**config.mk**
```make
export PLATFORM = sky130hd
export DESIGN_NAME = cic_interp_param
export DESIGN_NICKNAME = d
export VERILOG_FILES = /design/src/rtl/cic_pkg.sv /design/src/rtl/cic_comb_m.sv /design/src/rtl/cic_interp_param.sv
export SDC_FILE = /design/constraint.sdc
export NUM_CORES = 1
export LEC_CHECK = 0
export ABC_AREA = 1
export CAP_MARGIN = 20
export CORE_ASPECT_RATIO = 0.7
export CORE_MARGIN = 5
export CORE_UTILIZATION = 58
export DETAILED_ROUTE_END_ITERATION = 12
export GPL_TIMING_DRIVEN = 0
export PLACE_DENSITY = 0.86
export RECOVER_POWER = 25
export SLEW_MARGIN = 30
export SYNTH_ARGS = -nofsm -noshare
export SYNTH_HDL_FRONTEND = slang
export SYNTH_SLANG_ARGS = --single-unit
```
**constraint.sdc**
```tcl
create_clock -name clk -period 2.4 [get_ports clk]
set_input_delay 0.48 -clock clk [delete_from_list [all_inputs] [get_ports clk]]
set_output_delay 0.48 -clock clk [all_outputs]
set_load 0.05 [all_outputs]
```
**src/rtl/cic_pkg.sv**
```systemverilog
// cic_pkg: shared constants and width helpers for the CIC interpolator.
// Width math is evaluated at elaboration time only.
package cic_pkg;

  localparam int MAX_N = 6;
  localparam int MAX_R = 64;

  function automatic int clog2(input int v);
    int r;
    r = 0;
    for (int i = 0; i < 31; i++) begin
      if ((1 << i) < v) r = i + 1;
    end
    return r;
  endfunction

  function automatic int cic_wfull(
    input int win,
    input int n,
    input int r,
    input int m
  );
    return win + n * clog2(r * m);
  endfunction

  // Bit offset of comb segment k in the packed comb bus;
  // segment k is win+k bits wide.
  function automatic int cic_off(
    input int win,
    input int k
  );
    return k * win + (k * (k - 1)) / 2;
  endfunction

endpackage

```
**src/rtl/cic_comb_m.sv**
```systemverilog
// cic_comb_m: one valid-qualified comb stage, y = x - x[n-M].
// Output grows by one bit; delay line moves only on valid.
module cic_comb_m
  import cic_pkg::*;
#(
  parameter int W = 16,
  parameter int M = 1
) (
  input  logic         clk,
  input  logic         rst,
  input  logic [W-1:0] x,
  input  logic         vld_in,
  output logic [W:0]   y,
  output logic         vld_out
);

  logic [W-1:0] dly [M];

  // difference against the M-deep history, advance on valid
  always_ff @(posedge clk or negedge rst) begin
    if (!rst) begin
      for (int i = 0; i < M; i++) dly[i] <= '0;
      y       <= '0;
      vld_out <= 1'b0;
    end else begin
      vld_out <= vld_in;
      if (vld_in) begin
        y      <= {x[W-1], x} - {dly[M-1][W-1], dly[M-1]};
        dly[0] <= x;
        for (int i = 1; i < M; i++) dly[i] <= dly[i-1];
      end
    end
  end

endmodule

```
**src/rtl/cic_interp_param.sv**
```systemverilog
// cic_interp_param: N combs, xR zero-stuffer, N integrators.
// Macro CIC_ROUND_EN: round/saturate output reduction, +1 stage.
module cic_interp_param
  import cic_pkg::*;
#(
  parameter int WIN  = 16,
  parameter int N    = 3,
  parameter int R    = 4,
  parameter int M    = 1,
  parameter int WOUT = 22
) (
  input  logic            clk,
  input  logic            rst,
  input  logic [WIN-1:0]  i_data,
  input  logic            val_in,
  output logic            in_ready,
  output logic [WOUT-1:0] o_data,
  output logic            val_out,
  output logic            overrun
);

  localparam int WFULL = cic_wfull(WIN, N, R, M);
  localparam int WC    = WIN + N;
  localparam int WX    = (WFULL > WC) ? WFULL : WC;
  localparam int CW    = (clog2(R) > 0) ? clog2(R) : 1;
  localparam int TOT   = cic_off(WIN, N + 1);
  localparam logic [CW-1:0] RLD = CW'(R - 1);

  logic [CW-1:0] gap;
  logic          take;

  assign in_ready = (gap == '0);
  assign take     = val_in & in_ready;

  // input spacing counter and sticky drop flag
  always_ff @(posedge clk or negedge rst) begin
    if (!rst) begin
      gap     <= '0;
      overrun <= 1'b0;
    end else begin
      if (take)
        gap <= RLD;
      else if (gap != '0)
        gap <= gap - CW'(1);
      if (val_in && !in_ready)
        overrun <= 1'b1;
    end
  end

  logic [TOT-1:0] cbus;
  logic [N:0]     cv;

  assign cbus[WIN-1:0] = i_data;
  assign cv[0]         = take;

  for (genvar k = 0; k < N; k++) begin : g_comb
    cic_comb_m #(
      .W(WIN + k),
      .M(M)
    ) u_comb (
      .clk     (clk),
      .rst     (rst),
      .x       (cbus[cic_off(WIN, k) +: WIN + k]),
      .vld_in  (cv[k]),
      .y       (cbus[cic_off(WIN, k + 1) +: WIN + k + 1]),
      .vld_out (cv[k+1])
    );
  end

  logic [WX-1:0]    ext;
  logic [WFULL-1:0] ex_in;

  assign ext   = WX'($signed(cbus[cic_off(WIN, N) +: WC]));
  assign ex_in = ext[WFULL-1:0];

  logic [WFULL-1:0] ex_d;
  logic             ex_v;
  logic [CW-1:0]    ex_cnt;

  // zero-stuffer: sample, then R-1 zeros on back-to-back cycles
  always_ff @(posedge clk or negedge rst) begin
    if (!rst) begin
      ex_d   <= '0;
      ex_v   <= 1'b0;
      ex_cnt <= '0;
    end else if (cv[N]) begin
      ex_d   <= ex_in;
      ex_v   <= 1'b1;
      ex_cnt <= RLD;
    end else if (ex_cnt != '0) begin
      ex_d   <= '0;
      ex_v   <= 1'b1;
      ex_cnt <= ex_cnt - CW'(1);
    end else begin
      ex_d   <= '0;
      ex_v   <= 1'b0;
    end
  end

  logic [N-1:0][WFULL-1:0] acc;
  logic [N-1:0]            iv;

  // integrator chain, modulo-2^WFULL accumulation
  always_ff @(posedge clk or negedge rst) begin
    if (!rst) begin
      acc <= '0;
      iv  <= '0;
    end else begin
      iv[0] <= ex_v;
      if (ex_v)
        acc[0] <= acc[0] + ex_d;
      for (int k = 1; k < N; k++) begin
        iv[k] <= iv[k-1];
        if (iv[k-1])
          acc[k] <= acc[k] + acc[k-1];
      end
    end
  end

  logic [WOUT-1:0] trunc;

  assign trunc = acc[N-1][WFULL-1 -: WOUT];

`ifdef CIC_ROUND_EN
  if (WOUT < WFULL) begin : g_rnd
    localparam int D = WFULL - WOUT;
    localparam logic [WOUT-1:0] MAXP =
      {1'b0, {(WOUT-1){1'b1}}};

    logic [WOUT-1:0] o_r;
    logic            v_r;
    logic            half;

    assign half = acc[N-1][D-1];

    // round half up; clamp at max positive on overflow
    always_ff @(posedge clk or negedge rst) begin
      if (!rst) begin
        o_r <= '0;
        v_r <= 1'b0;
      end else begin
        v_r <= iv[N-1];
        if (iv[N-1])
          o_r <= (half && trunc == MAXP) ?
                 MAXP : trunc + WOUT'(half);
      end
    end

    assign o_data  = o_r;
    assign val_out = v_r;
  end else begin : g_pass
    assign o_data  = trunc;
    assign val_out = iv[N-1];
  end
`else
  assign o_data  = trunc;
  assign val_out = iv[N-1];
`endif

endmodule
```
# Word level (Yosys, flattened, before mapping)
# Index checks and enable logic that the tools add are counted.
[word_totals]
out_inout_bits = 25
regBits = 205
in_bits = 19
[classes]
reduce_logical = 7
n_mux = 7
addsub = 8
bitwise_logic = 1
[op_table]
columns = ["op", "n"]
rows = [
  ["22-bit adder", 3],
  ["22-bit 2-to-1 mux", 1],
  ["18-bit by 18-bit subtractor with 19-bit output", 1],
  ["17-bit by 17-bit subtractor with 18-bit output", 1],
  ["16-bit by 16-bit subtractor with 17-bit output", 1],
  ["2-bit 2-to-1 mux", 4],
  ["2-bit nonzero test", 4],
  ["2-bit by 1-bit subtractor with 2-bit output (second input constant)", 2],
  ["2-bit logical NOT", 1],
  ["1-bit 2-to-1 mux", 2],
  ["1-bit bitwise AND", 1],
  ["1-bit logical AND", 1],
  ["1-bit logical NOT", 1],
]

# Logic depth before layout (Yosys ltp)
[depth]
word_depth = 3
depth_mapped = 14
ltp_nobuf = 14

# By module
# Synthesis repeated with hierarchy kept, for this count alone.
[unflattened]
cells_unflattened = 2224
hier_area_um2 = 14894.3
[by_module_without_submodules]
columns = ["module", "n_inst", "cells_each", "seq_area_each_um2", "area_each_um2"]
rows = [
  ["cic_interp_param", 1, 1238, 2352.3, 7871.3],
  ["cic_comb_m (g_comb[2].u_comb)", 1, 332, 950.9, 2457.4],
  ["cic_comb_m (g_comb[1].u_comb)", 1, 311, 900.9, 2287.2],
  ["cic_comb_m (g_comb[0].u_comb)", 1, 343, 850.8, 2278.4],
]

# Worst setup path before layout
# OpenSTA, ideal clock, no wires.
[synth_path]
kind = "input to register"
from = "in i_data[0]"
to = "reg g_comb[0].u_comb.y[16]"
cell_stages = 11
t_arrival_ns = 1.756
path_buffers = 0
setup_slack_ns = 0.528
cell_sequence = "inv_1 ha_1 fa_1 o21ai_2 nand2_1 nand2_1 nand2_1 nand3_1 nand2_1 nand2_1 nand2_1"
[synth_between]
elab_chain_len = 1
[synth_rtl]
columns = ["element", "line", "source"]
rows = [
  ["from (decl)", "cic_interp_param.sv:14", "input logic [WIN-1:0] i_data,"],
  ["16-bit by 16-bit subtractor with 17-bit output", "cic_comb_m.sv:28", "y <= {x[W-1], x} - {dly[M-1][W-1], dly[M-1]};"],
  ["to (signal assigned)", "cic_comb_m.sv:28", ""],
  ["to (decl)", "cic_comb_m.sv:13", "output logic [W:0] y,"],
]
# No other way between the ends.
# A chain may end at the register's enable or synchronous reset.

# Worst setup path after layout
[layout_path]
from = "reg acc (netlist bit o_data[17])"
to = "out o_data[17]"
[layout_rtl]
columns = ["element", "line", "source"]
rows = [
  ["from (decl)", "cic_interp_param.sv:100", "logic [N-1:0][WFULL-1:0] acc;"],
  ["from (signal, indexed assignment)", "cic_interp_param.sv:115", "acc[k] <= acc[k] + acc[k-1];"],
  ["to (decl)", "cic_interp_param.sv:17", "output logic [WOUT-1:0] o_data,"],
]
# No word-level cell between the ends.

==> flow_summary.ini <==
[critical_path]
critPathKind = flip-flop to output port
r2r_slack_ps = 110
cp_data_required_time_ps = 1920
worst_path_max_delay_cell = clkdlybuf4s50_1
reg2reg_to = acc[38]$_DFFE_PN0P_
critPathCaptureType = output port
crit_chain = buf_4, clkdlybuf4s50_1
rr_startpoint = acc[1]$_DFFE_PN0P_
cp_max_fo = 3
crit_family = buffers and inverters
reg2reg_depth = 12
cp_slowest_stage_delay_ps = 790
worstSetupStartpointType = flip-flop
critPathBufInv = 2
critPathArrivalTime_ps = 1870

[sta]
fin_crit_ps = 2350
fmax_ghz = 0.425
grt_setup_unrepaired = false
period_share_pct = 98.0
hold_viol = 0
skew_ps = 18.5
worstMarginPinSlew_ps = 1580
fin_ws_ps = 47.2
hold_ws_ps = 378
drv_slew = 64
relSlewSlack_pct = -5.32
setup_violations = 0

[drt]
via_per_inst = 5.46
drc = 0
drt_wl_total_um = 39700
drtIter0Drc = 1312
final_antenna_net_count = 0
dr.pass1.iters = 5
via_count = 13800
routedWlPerCell_um = 15.7

[synthesis]
synth-edff-count = 0
synth_seq_cells = 202
syn_inst = 2113
syn-num-nets = 2254
synthDominantCellAreaShare_pct = 34.6
netlist_top_cells_area = dfrtp_1 (35%), nand2_1 (21%), ha_1 (9.9%)
synth_top_flop_cell = dfrtp_1
seq_area_frac_synth_pct = 34.6
synth.most_common_cell = nand2_1
syn_area_sq_um = 14600
synthTopCellsByCount = nand2_1 (802), inv_1 (282), dfrtp_1 (202)
netlist-cell-type-count = 38
yosysWarnings = 0
synth_top_area_cell = dfrtp_1
avgSynthCellArea_sq_um = 6.92
ys_async_sr_fraction_pct = 100

[placed_design]
place.gp.congestion = 0.940
dpl_cell_area_sq_um = 15500
pre_cts_slack_ps = -251
place_hpwl_um = 30800
port_buffers = 43

[worst_hold_path]
holdPathEnd = iv[1]$_DFF_PN0_
min_path_type = flip-flop to flip-flop
hold_start = iv[0]$_DFF_PN0_
hold_path_depth = 0

[grt]
antenna_found_initial = 0
grt_pass1_vias = 12700
track_usage_pct = 27.8
grt_max_degree = 85
grt_pass1_wl_um = 64900
overflow = 0

[clock_tree]
numCtsBuffers = 22
cts_buffer_depth = 3
cts-htree-levels = 1
clk-insertion-delay-late_ps = 530
clk_pin_slew_ps = 70
post-cts-setup-buffer-count = 0
clkSinkCount = 202
clock-root-buffer = clkbuf_16
cts_tree = yes

[floorplanning]
coreArea_sq_um = 24700
die_h_um = 143
ios = 44
start_util_pct = 59.1
dieArea_sq_um = 28500
die_x_um = 200
fp-row-count = 48

[finish]
diodes = 0
final_cell_area_sq_um = 16300
utilization_pct = 65.8
filler_cell_count = 2168
final_nets = 2324
area_growth_pct = 11.4
drive_gt1_share_pct = 6.46

[run]
drv_cap = 1

[run_status]
status = finished, violations left
violations = max-capacitance violations, max-slew violations
==> layer usage <==
layer / wire length [um] / share of wire [%] / global-route usage [%]
met5: 0 / 0 / 0
met3: 3770 / 9.5 / 5.42
met4: 828 / 2.1 / 5.68
met2: 15300 / 39 / 38.1
met1: 19800 / 50 / 45.0
==> area by class of cell <==
| type | instances | area (sq um) | area share [%] |
|---|---|---|---|
| Tap cell | 325 | 407 | 2.50 |
| Buffer | 58 | 315 | 1.94 |
| Sequential cell | 202 | 5060 | 31.0 |
| Multi-Input combinational cell | 1560 | 8170 | 50.1 |
| Clock inverter | 9 | 139 | 0.852 |
| Timing Repair Buffer | 46 | 489 | 3.00 |
| Clock buffer | 30 | 621 | 3.81 |
| Inverter | 293 | 1100 | 6.75 |
==> cell usage in the layout, fill, tap and decap left out, types with 38 or more instances in the layout <==
cell type,count
dfrtp_1,201
nor2_1,108
ha_1,115
nand3b_1,38
nand2_1,801
clkdlybuf4s50_1,41
o21ai_0,102
nand3_1,133
inv_1,282
a21oi_1,80
==> kinds of logic after synthesis <==
kind of cell | count (synthesis) | share of synthesized area (%)
AO/OA/AOI/OAI | 224 | 8.19
AND/OR/NAND/NOR | 1177 | 34.6
adder cells (fa/ha/maj) | 122 | 10.7
buffers and inverters | 351 | 9.68
flip-flops | 202 | 34.6
XOR/XNOR | 37 | 2.22
==> what timing repair did <==
action | CTS | global route
hold endpoints to repair | 63 | 0
hold buffers | 1 | 0
gates cloned | 0 | 0
gates resized for setup | 2 | 4
pin swaps | 0 | 0
endpoints found under the setup margin | 2 | 3
==> sequential cells by signal (all words and copies together) (netlist names) <==
register,cells
g_comb.u_comb.y,54
ex_cnt,2
o_data,22
g_comb.u_comb.vld_out,3
iv,3
ex_d,19
g_comb.u_comb.dly,51
gap,2
acc,44
ex_v,1
overrun,1
==> how the worst max path moves through the flow <==
| stage | depth (start not counted) | end | slack [ps] | startpoint |
|---|---|---|---|---|
| detailed placement | 12 | g_comb[0].u_comb.y[16]$_DFFE_PN0P_ | -250 | i_data[0] |
| floorplan | 11 | g_comb[0].u_comb.y[16]$_DFFE_PN0P_ | 530 | i_data[0] |
| finish | 2 | o_data[17] | 50 | o_data[17]$_DFFE_PN0P_ |
| global placement | 1 | g_comb[0].u_comb.dly[5]$_DFFE_PN0P_ | -7770 | rst |
| CTS | 2 | o_data[17] | 30 | o_data[17]$_DFFE_PN0P_ |
| global route | 13 | acc[16]$_DFFE_PN0P_ | 2 | acc[0]$_DFFE_PN0P_ |
==> stage by stage <==
step	instances	setup TNS [ps]
6_report	2523	0
5_1_grt	2523	0
4_1_cts	2523	0
3_5_place_dp	2483	-1130
3_3_place_gp	2481	-1567470
2_1_floorplan	2113	0
Power is not shown: default switching activity piles up to over one toggle a cycle in this logic, so the estimate is an artifact.
